`config.mk`:
```
export PLATFORM = sky130hd
export DESIGN_NAME = chess_clock_timer
export DESIGN_NICKNAME = d
export VERILOG_FILES = /design/src/rtl/chess_clock_timer.sv
export SDC_FILE = /design/constraint.sdc
export NUM_CORES = 1
export LEC_CHECK = 0
export CORE_ASPECT_RATIO = 0.6
export CORE_MARGIN = 1.5
export CORE_UTILIZATION = 59
export DETAILED_ROUTE_END_ITERATION = 16
export PLACE_DENSITY = 0.81
export SLEW_MARGIN = 20
export SYNTH_ARGS = -nofsm -noshare
export SYNTH_HDL_FRONTEND = slang
export SYNTH_SLANG_ARGS = --single-unit
```
`constraint.sdc`:
```
create_clock -name clock -period 7.3 [get_ports clock]
set_input_delay 1.46 -clock clock [delete_from_list [all_inputs] [get_ports clock]]
set_output_delay 1.46 -clock clock [all_outputs]
set_load 0.02 [all_outputs]
```
`src/rtl/chess_clock_timer.sv`:
```
// Two-sided chess clock: centisecond countdown per side with BCD shadows driving seven-segment displays.
// Displays are registered from next-state digits, so they track the counter on the same edge.
module chess_clock_timer #(
    parameter int CLK_HZ  = 50000000,
    parameter int INIT_CS = 60000
) (
    input  logic        clock,
    input  logic        reset,
    input  logic        start,
    input  logic        move_done,
    input  logic        pause,
    input  logic        new_game,
    output logic [41:0] white_clock,
    output logic [41:0] black_clock,
    output logic        winner,
    output logic        winnerEnable,
    output logic        side_to_move
);

    localparam int DIV = (CLK_HZ / 100 < 1) ? 1 : CLK_HZ / 100;
    localparam int PW  = (DIV > 1) ? $clog2(DIV) : 1;
    localparam logic [PW-1:0] PMAX = PW'(DIV - 1);
    localparam logic [19:0]   INIT = 20'(INIT_CS);
    localparam int IM = INIT_CS / 6000;
    localparam int IS = (INIT_CS / 100) % 60;
    localparam int IC = INIT_CS % 100;
    localparam logic [23:0] INIT_BCD = {4'(IM / 10), 4'(IM % 10), 4'(IS / 10),
                                        4'(IS % 10), 4'(IC / 10), 4'(IC % 10)};

    typedef enum logic [2:0] {IDLE, RUN_W, RUN_B, PAUSED, DONE} state_t;

    // Digits, low to high: hundredths, tenths, seconds, tens of seconds (0..5), minutes, tens of minutes.
    function automatic logic [23:0] bcd_dec(input logic [23:0] d);
        logic [23:0] r;
        logic        borrow;
        r      = d;
        borrow = 1'b1;
        for (int k = 0; k < 6; k++) begin
            if (borrow) begin
                if (r[4*k +: 4] == 4'd0) begin
                    r[4*k +: 4] = (k == 3) ? 4'd5 : 4'd9;
                end else begin
                    r[4*k +: 4] = r[4*k +: 4] - 4'd1;
                    borrow      = 1'b0;
                end
            end
        end
        return r;
    endfunction

    function automatic logic [6:0] seg7(input logic [3:0] v);
        case (v)
            4'd0:    return 7'h40;
            4'd1:    return 7'h79;
            4'd2:    return 7'h24;
            4'd3:    return 7'h30;
            4'd4:    return 7'h19;
            4'd5:    return 7'h12;
            4'd6:    return 7'h02;
            4'd7:    return 7'h78;
            4'd8:    return 7'h00;
            4'd9:    return 7'h10;
            default: return 7'h7F;
        endcase
    endfunction

    function automatic logic [41:0] encode(input logic [23:0] d);
        return {seg7(d[23:20]), seg7(d[19:16]), seg7(d[15:12]),
                seg7(d[11:8]),  seg7(d[7:4]),   seg7(d[3:0])};
    endfunction

    state_t        state, state_n;
    logic          psd, psd_n;
    logic [PW-1:0] presc, presc_n;
    logic [19:0]   w_cs, w_cs_n, b_cs, b_cs_n;
    logic [23:0]   w_bcd, w_bcd_n, b_bcd, b_bcd_n;
    logic          win_n, we_n, stm_n;
    logic          running, tick, timeout;

    assign running = (state == RUN_W) || (state == RUN_B);
    assign tick    = running && (presc == PMAX);

    always_comb begin
        state_n = state;
        psd_n   = psd;
        presc_n = presc;
        w_cs_n  = w_cs;
        b_cs_n  = b_cs;
        w_bcd_n = w_bcd;
        b_bcd_n = b_bcd;
        win_n   = winner;
        we_n    = winnerEnable;
        stm_n   = side_to_move;
        timeout = 1'b0;
        if (new_game) begin
            state_n = IDLE;
            presc_n = '0;
            w_cs_n  = INIT;
            b_cs_n  = INIT;
            w_bcd_n = INIT_BCD;
            b_bcd_n = INIT_BCD;
            win_n   = 1'b0;
            we_n    = 1'b0;
            stm_n   = 1'b0;
        end else begin
            case (state)
                IDLE: begin
                    stm_n = 1'b0;
                    if (start) state_n = RUN_W;
                end
                RUN_W, RUN_B: begin
                    presc_n = tick ? '0 : presc + PW'(1);
                    if (tick && state == RUN_W && w_cs != 20'd0) begin
                        w_cs_n  = w_cs - 20'd1;
                        w_bcd_n = bcd_dec(w_bcd);
                        timeout = (w_cs == 20'd1);
                    end
                    if (tick && state == RUN_B && b_cs != 20'd0) begin
                        b_cs_n  = b_cs - 20'd1;
                        b_bcd_n = bcd_dec(b_bcd);
                        timeout = (b_cs == 20'd1);
                    end
                    // Timeout outranks pause, and pause outranks move_done.
                    if (timeout) begin
                        state_n = DONE;
                        win_n   = (state == RUN_W);
                        we_n    = 1'b1;
                    end else if (pause) begin
                        state_n = PAUSED;
                        psd_n   = (state == RUN_B);
                        presc_n = '0;
                    end else if (move_done) begin
                        state_n = (state == RUN_W) ? RUN_B : RUN_W;
                        presc_n = '0;
                        stm_n   = (state == RUN_W);
                    end
                end
                PAUSED: begin
                    if (pause) state_n = psd ? RUN_B : RUN_W;
                end
                default: ;
            endcase
        end
    end

    always_ff @(posedge clock or posedge reset) begin
        if (reset) begin
            state        <= IDLE;
            psd          <= 1'b0;
            presc        <= '0;
            w_cs         <= INIT;
            b_cs         <= INIT;
            w_bcd        <= INIT_BCD;
            b_bcd        <= INIT_BCD;
            winner       <= 1'b0;
            winnerEnable <= 1'b0;
            side_to_move <= 1'b0;
            white_clock  <= encode(INIT_BCD);
            black_clock  <= encode(INIT_BCD);
        end else begin
            state        <= state_n;
            psd          <= psd_n;
            presc        <= presc_n;
            w_cs         <= w_cs_n;
            b_cs         <= b_cs_n;
            w_bcd        <= w_bcd_n;
            b_bcd        <= b_bcd_n;
            winner       <= win_n;
            winnerEnable <= we_n;
            side_to_move <= stm_n;
            white_clock  <= encode(w_bcd_n);
            black_clock  <= encode(b_bcd_n);
        end
    end

endmodule

```
==> results.py, run 1 <==
metrics = {
    "run_status": {
        "outcome": "complete, no violations",
    },
    "clock_tree": {
        "numCtsBuffers": 17,
        "clk_pin_slew_ns": 0.07,
        "insertion_delay_ns": 0.45,
        "htreeDepth": 4,
        "ctsHoldBuffers": 0,
        "clk_path_buf_depth": 2,
        "clock-sinks": 198,
        "cts_resized": 0,
        "cts_tree": "yes",
        "postCtsSetupRepairBufs": 0,
        "root_buffer": "clkbuf_16",
    },
    "logic_synthesis": {
        "netlist_area_mm2": 0.0115,
        "synth_top_area_share_pct": 35.2,
        "synth-async-reset-ratio_pct": 100,
        "synth_seq_cells": 198,
        "ys_types": 98,
        "synth_area_leaders": "dfrtp_1, ha_1, dfstp_2",
        "synthCells": 1188,
        "synthesis.nets": 1271,
        "synth_edf_count": 0,
        "yosys_warnings": 0,
        "yosysSeqAreaShare_pct": 43.4,
        "synth_top_cell_by_area": "dfrtp_1",
        "synth.avg_cell_area_um2": 9.71,
        "synth_flop_cell": "dfrtp_1",
    },
    "power_and_ir_drop": {
        "finalPower_uw": 2340,
        "comb_power_share_pct": 8.0,
        "p_clk_share_pct": 43.7,
        "ir_drop_v": 0.000167,
        "power_frac_seq_pct": 48.3,
        "power.internal_uw": 1750,
        "cellLeakagePower_uw": 0.00572,
        "p_sw_share_pct": 25.1,
        "p_per_area_mw_per_mm2": 176,
        "switchingPower_uw": 588,
    },
    "worst_setup_path": {
        "crit_arrival_ns": 4.34,
        "path_max_fanout": 10,
        "critPathLaunchType": "flop",
        "critPathCaptureType": "flop",
        "worstPathRequired_ns": 7.66,
        "crit_path_start": "presc[5]",
        "rr_startpoint": "presc[5]",
        "critPathKind": "reg2reg",
    },
    "route": {
        "vias": 9247,
        "totalWireLength_um": 26300,
        "viasPerCell": 5.99,
        "first_pass_iters": 5,
        "drcViolationCount": 0,
        "routedWlPerCell_um": 17.0,
        "drtAntennaViolNets": 0,
        "first_iter_violations": 741,
    },
    "place": {
        "gp_congestion": 0.823,
        "placedCellCount": 1513,
        "portBuffers": 92,
        "dpl.hpwl_um": 17900,
    },
    "grt": {
        "grt_pass1_vias": 8667,
        "grt_pass1_wl_um": 44100,
        "grt_overflow": 0,
        "grt_start_max_net_pins": 140,
        "track_usage_pct": 27.0,
        "antenna_found_initial": 0,
    },
    "floorplanning": {
        "dieWidth_um": 183,
        "placementRows": 39,
        "start_util_pct": 60.4,
        "die_h_um": 111,
        "core-area_mm2": 0.0191,
        "io_pins": 93,
        "dieArea_mm2": 0.0204,
    },
    "timing": {
        "timing.setup.tns_ns": 0,
        "setup_viol": 0,
        "max_slew.worst_pin.slew_ns": 0.964,
        "fin_skew_ns": 0.0114,
        "max_freq_mhz": 252,
        "rsz0062_at_grt": "false",
        "report.final.hold_viol_count": 0,
        "fin_crit_sh_pct": 54.4,
        "slew_violations": 0,
        "slew_headroom_pct": 35.7,
        "min_period_ns": 3.97,
    },
    "layout": {
        "drive_above_1_share_pct": 11.4,
        "area_growth_syn_to_layout_pct": 15.3,
        "instances_no_fill": 1545,
        "regArea_mm2": 0.00500,
        "fill_cells": 1432,
        "multiInputGateArea_mm2": 0.00600,
        "fin_nets": 1349,
        "n_antenna_cell": 0,
    },
    "job": {
        "cap_viol_max_count": 0,
    },
    "hold_path": {
        "hp-class": "reg2reg",
        "hold_start": "presc[18]",
    },
}
## layer usage
metal	vias up	track usage, %	share of wire, %	routed length (µm)
met1	4500	41.8	49	12900
met3	35	6.04	6.8	1790
met2	317	37.6	43	11200
li1	4395	-	-	-
met4	0	7.38	1.3	348
met5	-	0	0	0
## sequential cells by signal, indices dropped and copies added (netlist names)
signal and cells:
b_bcd 24, w_cs 20, psd 1, b_cs 20, side_to_move 1, black_clock 42, white_clock 42, w_bcd 24
presc 19, winnerEnable 1, state 3, winner 1
## worst max-delay path, cell delays in order (launching register included)
cell	delay, ns
dfrtp_1	0.48
nor4b_2	0.72
nand4bb_4	0.33
a2111oi_4	0.70
nor2_1	0.09
a211oi_1	0.70
inv_1	0.21
ha_1	0.37
a21o_1	0.16
a21oi_1	0.13
## Yosys cell counts (all sizes together) (13+ instances only)
cell type and n:
nand2 86, a31oi 23, or4 16, xnor2 30, inv 91, nor3 42, clkbuf 21, ha 77
o21ai 40, xor2 13, dfstp 36, dfrtp 162, mux2i 32, or2 13, buf 20, nor2 110
nand3 35, nor3b 17, a21oi 98, nor4 21
## final timing paths
check	endpoint	slack, ns	depth (start not counted)
max	white_clock[24]	3.33	9
min	presc[18]	0.48	1
max reg2reg	white_clock[24]	3.33	9
min reg2reg	presc[18]	0.48	1
max in group asynchronous	presc[8]	4.42	3
min in group asynchronous	black_clock[5]	1.57	2
## cells by family (layout without fill, tap and decap cells)
logic type	count (synthesis)	after routing	share of synthesized area [%]
XOR/XNOR	43	43	3.27
flip-flops	198	198	43.4
adder cells (fa/ha/maj)	77	77	8.36
AO/OA/AOI/OAI	264	264	16.4
multiplexers	38	38	3.40
AND/OR/NAND/NOR	436	436	20.5
buffers and inverters	132	223	4.75
## power groups by stage
| stage | combinational [µW] | clock, µW | sequential (µW) |
|---|---|---|---|
| after floorplan | 152 | 0 | 1130 |
| after global placement | 183 | 0 | 1150 |
| after detailed placement | 187 | 0 | 1150 |
| after CTS | 188 | 1030 | 1130 |
| after global routing | 209 | 1080 | 1130 |
| final | 188 | 1020 | 1130 |
## metrics by stage
stage          setup WS, ns  hold slack [ns]  util, %  cell area [µm²]
3_3_place_gp           3.35            0.470     66.3            12600
5_1_grt                3.17            0.515     69.7            13300
6_report               3.33            0.479     69.7            13300
2_1_floorplan         0.502            0.443        -            11500
3_5_place_dp           3.36            0.468     66.3            12700
4_1_cts                3.47            0.478     69.7            13300
## cells in the final DEF, fill, tap and decap left out, drive strengths merged, types with 35 or more instances in the layout
cell	count
o21ai	40
nand2	86
inv	91
dfrtp	162
nor3	42
nor2	110
nand3	35
a21oi	98
dfstp	36
ha	77
clkdlybuf4s50	91
## layout make-up
| class | instances | area share [%] |
|---|---|---|
| inverters | 91 | 2.63 |
| multi-input cells | 858 | 45.1 |
| repair buffers | 100 | 7.36 |
| clock buffers | 21 | 3.46 |
| clock inverters | 11 | 1.31 |
| flip-flops and latches | 198 | 37.6 |
| well taps | 266 | 2.50 |
(Power assumes the default switching activity.)
==> run 2, diff against run 1 <==
CORE_UTILIZATION = 53   (was 59)
PLACE_DENSITY = 0.77   (was 0.81)
clock period = 3.52 ns   (was 7.3 ns; I/O delays follow)
==> results.py, run 2 (synthesis results as in run 1) <==
metrics = {
    "route": {
        "viasPerCell": 5.84,
        "drcViolationCount": 1,
        "vias": 9430,
        "first_iter_violations": 853,
        "totalWireLength_um": 27600,
        "drtAntennaViolNets": 0,
        "first_pass_iters": 11,
        "routedWlPerCell_um": 17.1,
    },
    "floorplanning": {
        "dieArea_mm2": 0.0227,
        "core-area_mm2": 0.0212,
        "dieWidth_um": 193,
        "start_util_pct": 54.4,
        "placementRows": 41,
        "die_h_um": 117,
        "io_pins": 93,
    },
    "grt": {
        "track_usage_pct": 25.3,
        "busiest_layer": "met1",
        "grt_start_max_net_pins": 58,
        "grt_util_met3_pct": 5.33,
        "met1_usage_pct": 38.4,
        "grt_overflow": 0,
        "met2_usage_pct": 36.4,
        "grt_pass1_wl_um": 45700,
        "antenna_found_initial": 0,
        "grt_pass1_vias": 8899,
    },
    "layout": {
        "final_area_mm2": 0.0138,
        "fin_nets": 1405,
        "drive_above_1_share_pct": 15.5,
        "n_antenna_cell": 0,
        "area_growth_syn_to_layout_pct": 20.0,
        "instances_no_fill": 1614,
        "top_regs": "black_clock x42, white_clock x42",
        "final_cell_mix": "dfrtp_1, nor2_1, a21oi_1, clkdlybuf4s50_1, inv_1",
        "final_common_cell": "dfrtp_1",
        "fill_cells": 1684,
        "final_util_pct": 65.3,
    },
    "run_status": {
        "outcome": "complete, but fails checks",
        "violations": "DRC",
    },
    "timing": {
        "rsz0062_at_grt": "true",
        "min_period_ns": 3.40,
        "fin_crit_sh_pct": 96.5,
        "fin_skew_ns": 0.0117,
        "hold_ws_ns": 0.505,
        "report.final.hold_viol_count": 0,
        "slew_violations": 0,
        "max_slew.worst_pin.slew_ns": 0.864,
        "max_freq_mhz": 295,
        "setup_viol": 0,
        "slew_headroom_pct": 42.4,
    },
    "place": {
        "portBuffers": 92,
        "dpl_cell_area_mm2": 0.0131,
        "placedCellCount": 1577,
        "gp_congestion": 0.883,
        "dpl.hpwl_um": 19500,
    },
    "worst_setup_path": {
        "crit_arrival_ns": 3.72,
        "worstPathRequired_ns": 3.85,
        "critPathLaunchType": "flop",
        "r2r_slack_ns": 0.12,
        "path_max_fanout": 6,
        "critPathKind": "reg2reg",
        "critPathCaptureType": "flop",
    },
    "clock_tree": {
        "root_buffer": "clkbuf_16",
        "clk_pin_slew_ns": 0.07,
        "insertion_delay_ns": 0.45,
        "cts_tree": "yes",
        "numCtsBuffers": 17,
        "htreeDepth": 4,
        "ctsHoldBuffers": 0,
        "clock-sinks": 198,
        "clk_path_buf_depth": 2,
    },
    "power_and_ir_drop": {
        "p_per_area_mw_per_mm2": 368,
        "cellLeakagePower_uw": 0.00604,
        "ir_drop_v": 0.000351,
    },
    "job": {
        "cap_viol_max_count": 0,
    },
    "hold_path": {
        "hp-class": "reg2reg",
    },
}
[run 2: layer usage]
metal / up-vias / routed length (µm)
li1: 4501 / -
met1: 4585 / 14000
met2: 318 / 11600
met3: 26 / 1760
met4: 0 / 264
met5: - / 0
[run 2: critical path, cell delays in order, from the launching register on]
cell and delay [ns]:
dfrtp_1 0.43, or4_1 0.58, or3_4 0.39, o311ai_4 0.38
nor2_1 0.18, nor2_1 0.13, a21oi_1 0.07, or2_2 0.34
ha_1 0.21, inv_1 0.07, and4_1 0.16, a2111oi_0 0.06
a311oi_1 0.27
[run 2: what timing repair did]
item / CTS / global route
pin swaps: 0 / 4
buffers inserted: 0 / 5
gates resized for setup: 1 / 4
endpoints found under the setup margin: 1 / 28
hold endpoints to repair: 0 / 0
[run 2: area by class of cell]
type	count	area (µm²)	share of cell area (%)
Multi-Input combinational cell	858	6020	43.5
Sequential cell	198	5000	36.1
Timing Repair Buffer	156	1450	10.5
Clock buffer	19	443	3.20
Tap cell	279	349	2.52
Inverter	91	345	2.50
Clock inverter	13	238	1.72
[run 2: final timing paths]
kind	start	to	depth (start not counted)
setup / recovery	b_cs[2]	black_clock[32]	12
hold / removal	presc[18]	presc[18]	1
setup reg to reg	b_cs[2]	black_clock[32]	12
hold reg to reg	presc[18]	presc[18]	1
max in group asynchronous	reset	b_cs[6]	3
min in group asynchronous	reset	b_bcd[23]	2
[run 2: stage by stage]
step	setup WS (ns)	total power (µW)	setup TNS, ns
floorplan	0.246	2670	0
global placement	0.193	2820	0
detailed placement	0.0143	2830	0
CTS	0.0490	5120	0
global route	-0.0294	5270	-0.0618
finish	0.125	5090	0
[run 2: where the power goes]
group | switching, µW | internal (µW)
combinational | 337 | 149
sequential | 14.3 | 2290
clock | 925 | 1370
